### src/rtl/pwls_pkg.sv
// -----------------------------------------------------------------------------
// pwls_pkg
// Shared definitions for the piecewise-linear oscillator family:
//   - mode_e       : per-channel waveform mode (saw, triangle, square, off)
//   - CFG_*        : config port address map
//   - phase_bits() : phase accumulator width for a given sample/octave width
// -----------------------------------------------------------------------------
package pwls_pkg;

    typedef enum logic [1:0] {
        MODE_SAW    = 2'd0,
        MODE_TRI    = 2'd1,
        MODE_SQUARE = 2'd2,
        MODE_OFF    = 2'd3
    } mode_e;

    localparam logic [1:0] CFG_FREQ  = 2'd0;  // {octave, mantissa}
    localparam logic [1:0] CFG_AMP   = 2'd1;
    localparam logic [1:0] CFG_MODE  = 2'd2;
    localparam logic [1:0] CFG_PHRST = 2'd3;  // force phase to zero

    // Largest increment is {1,mantissa} << (2^OCT_BITS - 1), so the phase
    // needs BITS + 2^OCT_BITS - 1 bits to hold it.
    function automatic int phase_bits(input int bits, input int oct_bits);
        return bits + (1 << oct_bits) - 1;
    endfunction

endpackage

### src/rtl/pwls_wave_shaper.sv
// -----------------------------------------------------------------------------
// pwls_wave_shaper
// Combinational shaping of one phase sample into a scaled contribution.
// Ports:
//   p    in  BITS     top bits of the phase accumulator (unsigned)
//   mode in  mode_e   waveform select
//   amp  in  BITS-2   unsigned amplitude
//   c    out BITS     signed contribution = floor(w * amp / 2^(BITS-2))
// -----------------------------------------------------------------------------
module pwls_wave_shaper
    import pwls_pkg::*;
#(
    parameter int BITS = 12
) (
    input  logic [BITS-1:0]        p,
    input  mode_e                  mode,
    input  logic [BITS-3:0]        amp,
    output logic signed [BITS-1:0] c
);

    localparam int PW = 2 * BITS - 1;

    logic signed [BITS-1:0] w;
    logic [BITS-2:0]        t;

    // Arithmetic shift floors; |w*amp| / 2^(BITS-2) always fits in BITS bits.
    function automatic logic signed [BITS-1:0] scale(input logic signed [BITS-1:0] wv,
                                                      input logic [BITS-3:0] a);
        logic signed [PW-1:0] prod;
        logic signed [PW-1:0] shifted;
        prod    = PW'(wv) * $signed({{(PW-(BITS-2)){1'b0}}, a});
        shifted = prod >>> (BITS - 2);
        return shifted[BITS-1:0];
    endfunction

    always_comb begin
        // Fold the upper half of the phase back down to build the triangle.
        t = p[BITS-2:0] ^ {(BITS-1){p[BITS-1]}};
        w = '0;
        case (mode)
            MODE_SAW:    w = {~p[BITS-1], p[BITS-2:0]};
            MODE_TRI:    w = {~t[BITS-2], t[BITS-3:0], 1'b0};
            MODE_SQUARE: w = p[BITS-1] ? {1'b1, {(BITS-1){1'b0}}}
                                       : {1'b0, {(BITS-1){1'b1}}};
            default:     w = '0;
        endcase
        c = scale(w, amp);
    end

endmodule

### src/rtl/pwls_multichannel_osc.sv
// -----------------------------------------------------------------------------
// pwls_multichannel_osc
// Time-multiplexed NUM_CH-channel piecewise-linear oscillator. Each sample
// tick walks every channel through a PHASE cycle (advance phase) and a MIX
// cycle (shape + accumulate), then publishes the mixed sample.
// Ports:
//   clk, rst_n              clock, async active-low reset
//   sample_tick             starts one frame
//   cfg_we/cfg_ch/cfg_addr/cfg_wdata   per-channel config write port
//   out_sample              signed mixed sample, held between frames
//   out_valid               one-cycle pulse when out_sample updates
//   busy                    frame in progress
//   overrun                 sticky: tick arrived while a frame was running
// -----------------------------------------------------------------------------
module pwls_multichannel_osc
    import pwls_pkg::*;
#(
    parameter  int BITS     = 12,
    parameter  int OCT_BITS = 3,
    parameter  int NUM_CH   = 4,
    localparam int CH_BITS  = $clog2(NUM_CH),
    localparam int CFG_W    = OCT_BITS + BITS - 1
) (
    input  logic                        clk,
    input  logic                        rst_n,
    input  logic                        sample_tick,
    input  logic                        cfg_we,
    input  logic [CH_BITS-1:0]          cfg_ch,
    input  logic [1:0]                  cfg_addr,
    input  logic [CFG_W-1:0]            cfg_wdata,
    output logic signed [BITS+CH_BITS-1:0] out_sample,
    output logic                        out_valid,
    output logic                        busy,
    output logic                        overrun
);

    localparam int PHASE_BITS = phase_bits(BITS, OCT_BITS);
    localparam int ACC_W      = BITS + CH_BITS;

    typedef enum logic [1:0] {ST_IDLE, ST_PHASE, ST_MIX, ST_OUT} state_e;

    state_e                    state;
    logic [CH_BITS-1:0]        ch;
    logic signed [ACC_W-1:0]   acc;
    logic signed [ACC_W-1:0]   acc_sum;

    logic [OCT_BITS-1:0]       octave   [NUM_CH];
    logic [BITS-2:0]           mantissa [NUM_CH];
    logic [BITS-3:0]           amp      [NUM_CH];
    mode_e                     mode     [NUM_CH];
    logic [PHASE_BITS-1:0]     phase    [NUM_CH];

    logic                      cfg_hit;
    logic [OCT_BITS-1:0]       eff_oct;
    logic [BITS-2:0]           eff_man;
    mode_e                     eff_mode;
    logic [PHASE_BITS-1:0]     inc;
    logic [PHASE_BITS-1:0]     phase_next;
    logic [BITS-1:0]           p_cur;
    logic signed [BITS-1:0]    c;

    // A write to the channel being advanced this cycle is used immediately,
    // so software never has to avoid that channel's PHASE slot.
    always_comb begin
        cfg_hit  = cfg_we && (cfg_ch == ch);
        eff_oct  = octave[ch];
        eff_man  = mantissa[ch];
        eff_mode = mode[ch];
        if (cfg_hit && cfg_addr == CFG_FREQ) begin
            eff_oct = cfg_wdata[CFG_W-1 -: OCT_BITS];
            eff_man = cfg_wdata[BITS-2:0];
        end
        if (cfg_hit && cfg_addr == CFG_MODE) begin
            eff_mode = mode_e'(cfg_wdata[1:0]);
        end
        inc        = PHASE_BITS'({1'b1, eff_man}) << eff_oct;
        phase_next = (eff_mode == MODE_OFF) ? phase[ch] : phase[ch] + inc;
    end

    assign p_cur   = phase[ch][PHASE_BITS-1 -: BITS];
    assign acc_sum = acc + ACC_W'(c);

    pwls_wave_shaper #(.BITS(BITS)) u_shaper (
        .p    (p_cur),
        .mode (mode[ch]),
        .amp  (amp[ch]),
        .c    (c)
    );

    // Per-channel configuration and phase state.
    always_ff @(posedge clk or negedge rst_n) begin
        if (!rst_n) begin
            for (int i = 0; i < NUM_CH; i++) begin
                octave[i]   <= '0;
                mantissa[i] <= '0;
                amp[i]      <= '0;
                mode[i]     <= MODE_OFF;
                phase[i]    <= '0;
            end
        end else begin
            for (int i = 0; i < NUM_CH; i++) begin
                if (cfg_we && cfg_ch == CH_BITS'(i)) begin
                    case (cfg_addr)
                        CFG_FREQ: begin
                            octave[i]   <= cfg_wdata[CFG_W-1 -: OCT_BITS];
                            mantissa[i] <= cfg_wdata[BITS-2:0];
                        end
                        CFG_AMP:  amp[i]  <= cfg_wdata[BITS-3:0];
                        CFG_MODE: mode[i] <= mode_e'(cfg_wdata[1:0]);
                        default:  ;
                    endcase
                end
                // Phase reset outranks the PHASE write-back on collision.
                if (cfg_we && cfg_ch == CH_BITS'(i) && cfg_addr == CFG_PHRST) begin
                    phase[i] <= '0;
                end else if (state == ST_PHASE && ch == CH_BITS'(i)) begin
                    phase[i] <= phase_next;
                end
            end
        end
    end

    // Frame sequencer with registered status outputs.
    always_ff @(posedge clk or negedge rst_n) begin
        if (!rst_n) begin
            state      <= ST_IDLE;
            ch         <= '0;
            acc        <= '0;
            out_sample <= '0;
            out_valid  <= 1'b0;
            busy       <= 1'b0;
            overrun    <= 1'b0;
        end else begin
            out_valid <= 1'b0;
            if (sample_tick && state != ST_IDLE) begin
                overrun <= 1'b1;
            end
            case (state)
                ST_IDLE: begin
                    if (sample_tick) begin
                        state <= ST_PHASE;
                        ch    <= '0;
                        busy  <= 1'b1;
                    end
                end
                ST_PHASE: state <= ST_MIX;
                ST_MIX: begin
                    if (ch == CH_BITS'(NUM_CH - 1)) begin
                        // Publish on entry to OUT so out_valid lands in the OUT cycle.
                        out_sample <= acc_sum;
                        out_valid  <= 1'b1;
                        acc        <= '0;
                        busy       <= 1'b0;
                        state      <= ST_OUT;
                    end else begin
                        acc   <= acc_sum;
                        ch    <= ch + 1'b1;
                        state <= ST_PHASE;
                    end
                end
                ST_OUT:  state <= ST_IDLE;
                default: state <= ST_IDLE;
            endcase
        end
    end

endmodule

### config.mk
export PLATFORM = sky130hd
export DESIGN_NAME = pwls_multichannel_osc
export DESIGN_NICKNAME = d
export VERILOG_FILES = /design/src/rtl/pwls_pkg.sv /design/src/rtl/pwls_wave_shaper.sv /design/src/rtl/pwls_multichannel_osc.sv
export SDC_FILE = /design/constraint.sdc
export NUM_CORES = 1
export LEC_CHECK = 0
export ABC_AREA = 1
export CORE_ASPECT_RATIO = 0.5
export CORE_UTILIZATION = 40
export CTS_BUF_LIST = sky130_fd_sc_hd__clkbuf_4 sky130_fd_sc_hd__clkbuf_8
export DETAILED_ROUTE_END_ITERATION = 6
export DONT_BUFFER_PORTS = 1
export GPL_TIMING_DRIVEN = 0
export HOLD_SLACK_MARGIN = 0.02
export PLACE_DENSITY_LB_ADDON = 0.15
export SYNTH_ARGS = -nofsm -noshare
export SYNTH_HDL_FRONTEND = slang
export SYNTH_SLANG_ARGS = --single-unit
### constraint.sdc
create_clock -name clk -period 18.9 [get_ports clk]
set_input_delay 4.725 -clock clk [delete_from_list [all_inputs] [get_ports clk]]
set_output_delay 4.725 -clock clk [all_outputs]
set_load 0.02 [all_outputs]
==> results.toml <==
[hold_path]
min_from = "amp[36]"
hold_depth = 2
holdPathEnd = "amp[36]"
hold_path_class = "reg2reg"

[timing]
final-setup-viol-count = 0
tns_ps = 0
max_slew_margin_pct = 9.91
rsz0062_at_grt = "false"
hold_violations = 0
tightestPinTransition_ps = 1350
finalCriticalPeriod_ps = 9570
period_share_pct = 50.6
clock.fmax_ghz = 0.104
skew_ps = 63.9
slew_viol_final = 0

[synthesis]
synthCells = 2077
synth_top_family_by_area = "simple AND/OR/NAND/NOR gates"
synth_area_sq_mm = 0.0163
synthDistinctLibCells = 59
synth_edf_count = 0
ys_ff_latch = 215
yosysSeqAreaShare_pct = 33.0
synth_mux_area_share_pct = 0.552
synth_xor_area_share_pct = 1.93
ys.flop_type = "dfrtp_1"
synthAdderAreaFrac_pct = 20.0
synth-simple-area-share_pct = 20.5
synth-async-reset-ratio_pct = 100
syn_avg_cell_area_sq_um = 7.85
synth.net_count = 2293
synth_compound_area_share_pct = 15.7
synth.yosys.warnings = 0

[drt]
via_per_inst = 5.31
first_pass_iters = 5
wl_mm = 49.2
drt_iter0_markers = 1121
num_vias = 14200
drc = 0
ant_nets = 0
post_drt_wl_per_cell_microns = 18.4

[global_route]
grt_pass1_wl_mm = 78.3
grt_pass1_vias = 13900
gr-total-overflow = 0
grt_usage_pct = 24.4
antenna_found_initial = 1
grt_max_degree = 216

[clocking]
cts_buffer_depth = 3
cts_setup_buffers = 0
tritoncts = "built"
htreeDepth = 2
worstSkewPairLatency_ps = 580
cts_resized = 0
clk_pin_slew_worst_paths_ps = 60
root_buffer = "clkbuf_8"
postCtsHoldBufs = 0
numCtsBuffers = 37
cts_num_sinks = 215

[die]
initial_core_util_pct = 41.3
design.core.area_sq_mm = 0.0395
row_count = 51
dieArea_sq_mm = 0.0416
die_w_microns = 288
pin_count = 39
die_h_microns = 145

[worst_setup_path]
crit_path_frequent_cell = "nand2_1"
cp.required_ps = 19310
ff2ff_path_depth = 36
max_stage_delay_ps = 880
r2r_end = "out_sample[13]"
worstPathMaxFanout = 11
critPathTopFamily = "adder cells"
reg2reg_from = "ch[1]"
cp-start-kind = "flop"
startpoint = "ch[1]"
worstPathArrival_ps = 9990
end_kind = "flop"
path_buf_inv = 10
reg2reg_slack_ps = 9330
crit_type = "reg2reg"
crit_slowest_cell = "a32oi_1"

[placed_design]
hpwlAfterDp_mm = 37.1
portBuffers = 0
gp_congestion = 0.936

[finish]
antenna_cells = 0
nNetsFinal = 2332
areaGrowthSynthToFinish_pct = 8.78
drive_gt1_share_pct = 7.05

[outcome]
status = "finished clean"

[run]
drv_cap = 0
Yosys cell counts, drive strengths merged, types with 2 or more instances:
cell / number / area [sq um]
a211oi: 2 / 27.5
a21o: 4 / 30.0
a21oi: 92 / 460
a22oi: 6 / 45.0
a31oi: 4 / 25.0
a32o: 8 / 80.1
a32oi: 14 / 130
buf: 32 / 204
clkbuf: 46 / 173
dfrtp: 207 / 5180
dfstp: 8 / 210
fa: 111 / 2220
ha: 83 / 1040
inv: 256 / 961
mux2i: 9 / 90.1
nand2: 527 / 1990
nand3: 81 / 423
nand4: 6 / 37.5
nor2: 177 / 674
nor3: 9 / 50.1
o21a: 4 / 30.0
o21ai: 287 / 1460
o21bai: 3 / 22.5
o221ai: 2 / 17.5
o22ai: 27 / 169
o31ai: 2 / 15.0
or2: 20 / 125
xnor2: 18 / 158
xor2: 18 / 158
worst reg2reg max path: cells and delay by family (launching register included):
family,cells,cell delay [ps]
fa+ha+maj,7,3040
compound gates,5,1860
simple gates,14,1930
buf+inv,10,2080
flops,1,500
worst max path at each step:
stage                          end  cells after the start
global placement    out_sample[11]                     34
floorplan                phase[69]                     20
global route        out_sample[13]                     36
finish              out_sample[13]                     36
detailed placement  out_sample[11]                     34
CTS                 out_sample[13]                     36
cells by family (layout without fill, tap and decap cells):
group	Yosys count	after routing
buffers and inverters	335	400
multiplexers	9	9
AND/OR/NAND/NOR	826	826
XOR/XNOR	36	36
AO/OA/AOI/OAI	462	462
flip-flops	215	215
adder cells (fa/ha/maj)	194	194
per-stage QoR:
stage,setup slack [ps],instance area (sq um),hold slack [ps],cells,util (%)
2_1_floorplan,11130,16300,443,2077,-
3_3_place_gp,9480,17000,460,2607,43.0
3_5_place_dp,9520,17000,466,2607,43.0
4_1_cts,9460,17700,481,2672,44.9
5_1_grt,8820,17700,497,2672,44.9
6_report,9330,17700,476,2672,44.9
state kept, by name (all words and copies together), names as in the netlist:
signal,cells
phase,76
mantissa,44
amp,40
acc,14
out_sample,14
octave,12
mode,8
ch,2
state,2
busy,1
out_valid,1
overrun,1
cells in the final DEF, fill, tap and decap left out, types with 9 or more instances in the layout:
cell / count
nand2_1: 522
o21ai_0: 273
inv_1: 245
dfrtp_1: 207
nor2_1: 175
fa_1: 111
a21oi_1: 92
ha_1: 83
nand3_1: 79
clkbuf_1: 46
clkbuf_8: 45
o22ai_1: 27
buf_2: 19
or2_2: 18
xor2_1: 18
xnor2_1: 18
a32oi_1: 13
clkbuf_4: 12
inv_2: 11
o21ai_1: 11
buf_4: 10
mux2i_1: 9
layout make-up:
cell class              count  area [sq um]
multi-input cells        1527          9580
inverters                 257           965
well taps                 530           663
flip-flops and latches    215          5390
plain buffers              78           377
clock inverters             8          58.8
clock buffers              57           709
fillers                  4034         21800
layer usage:
metal	up-vias	GRT usage (%)	wire length [microns]
met5	-	0	7
met4	2	5.77	990
met3	68	4.73	2950
met2	346	38.8	21600
met1	6955	34.1	23600
li1	6820	-	-
Power is left out: the tool's default activity adds up to more than one toggle a clock period on the data nets, which glitch-free logic cannot reach.
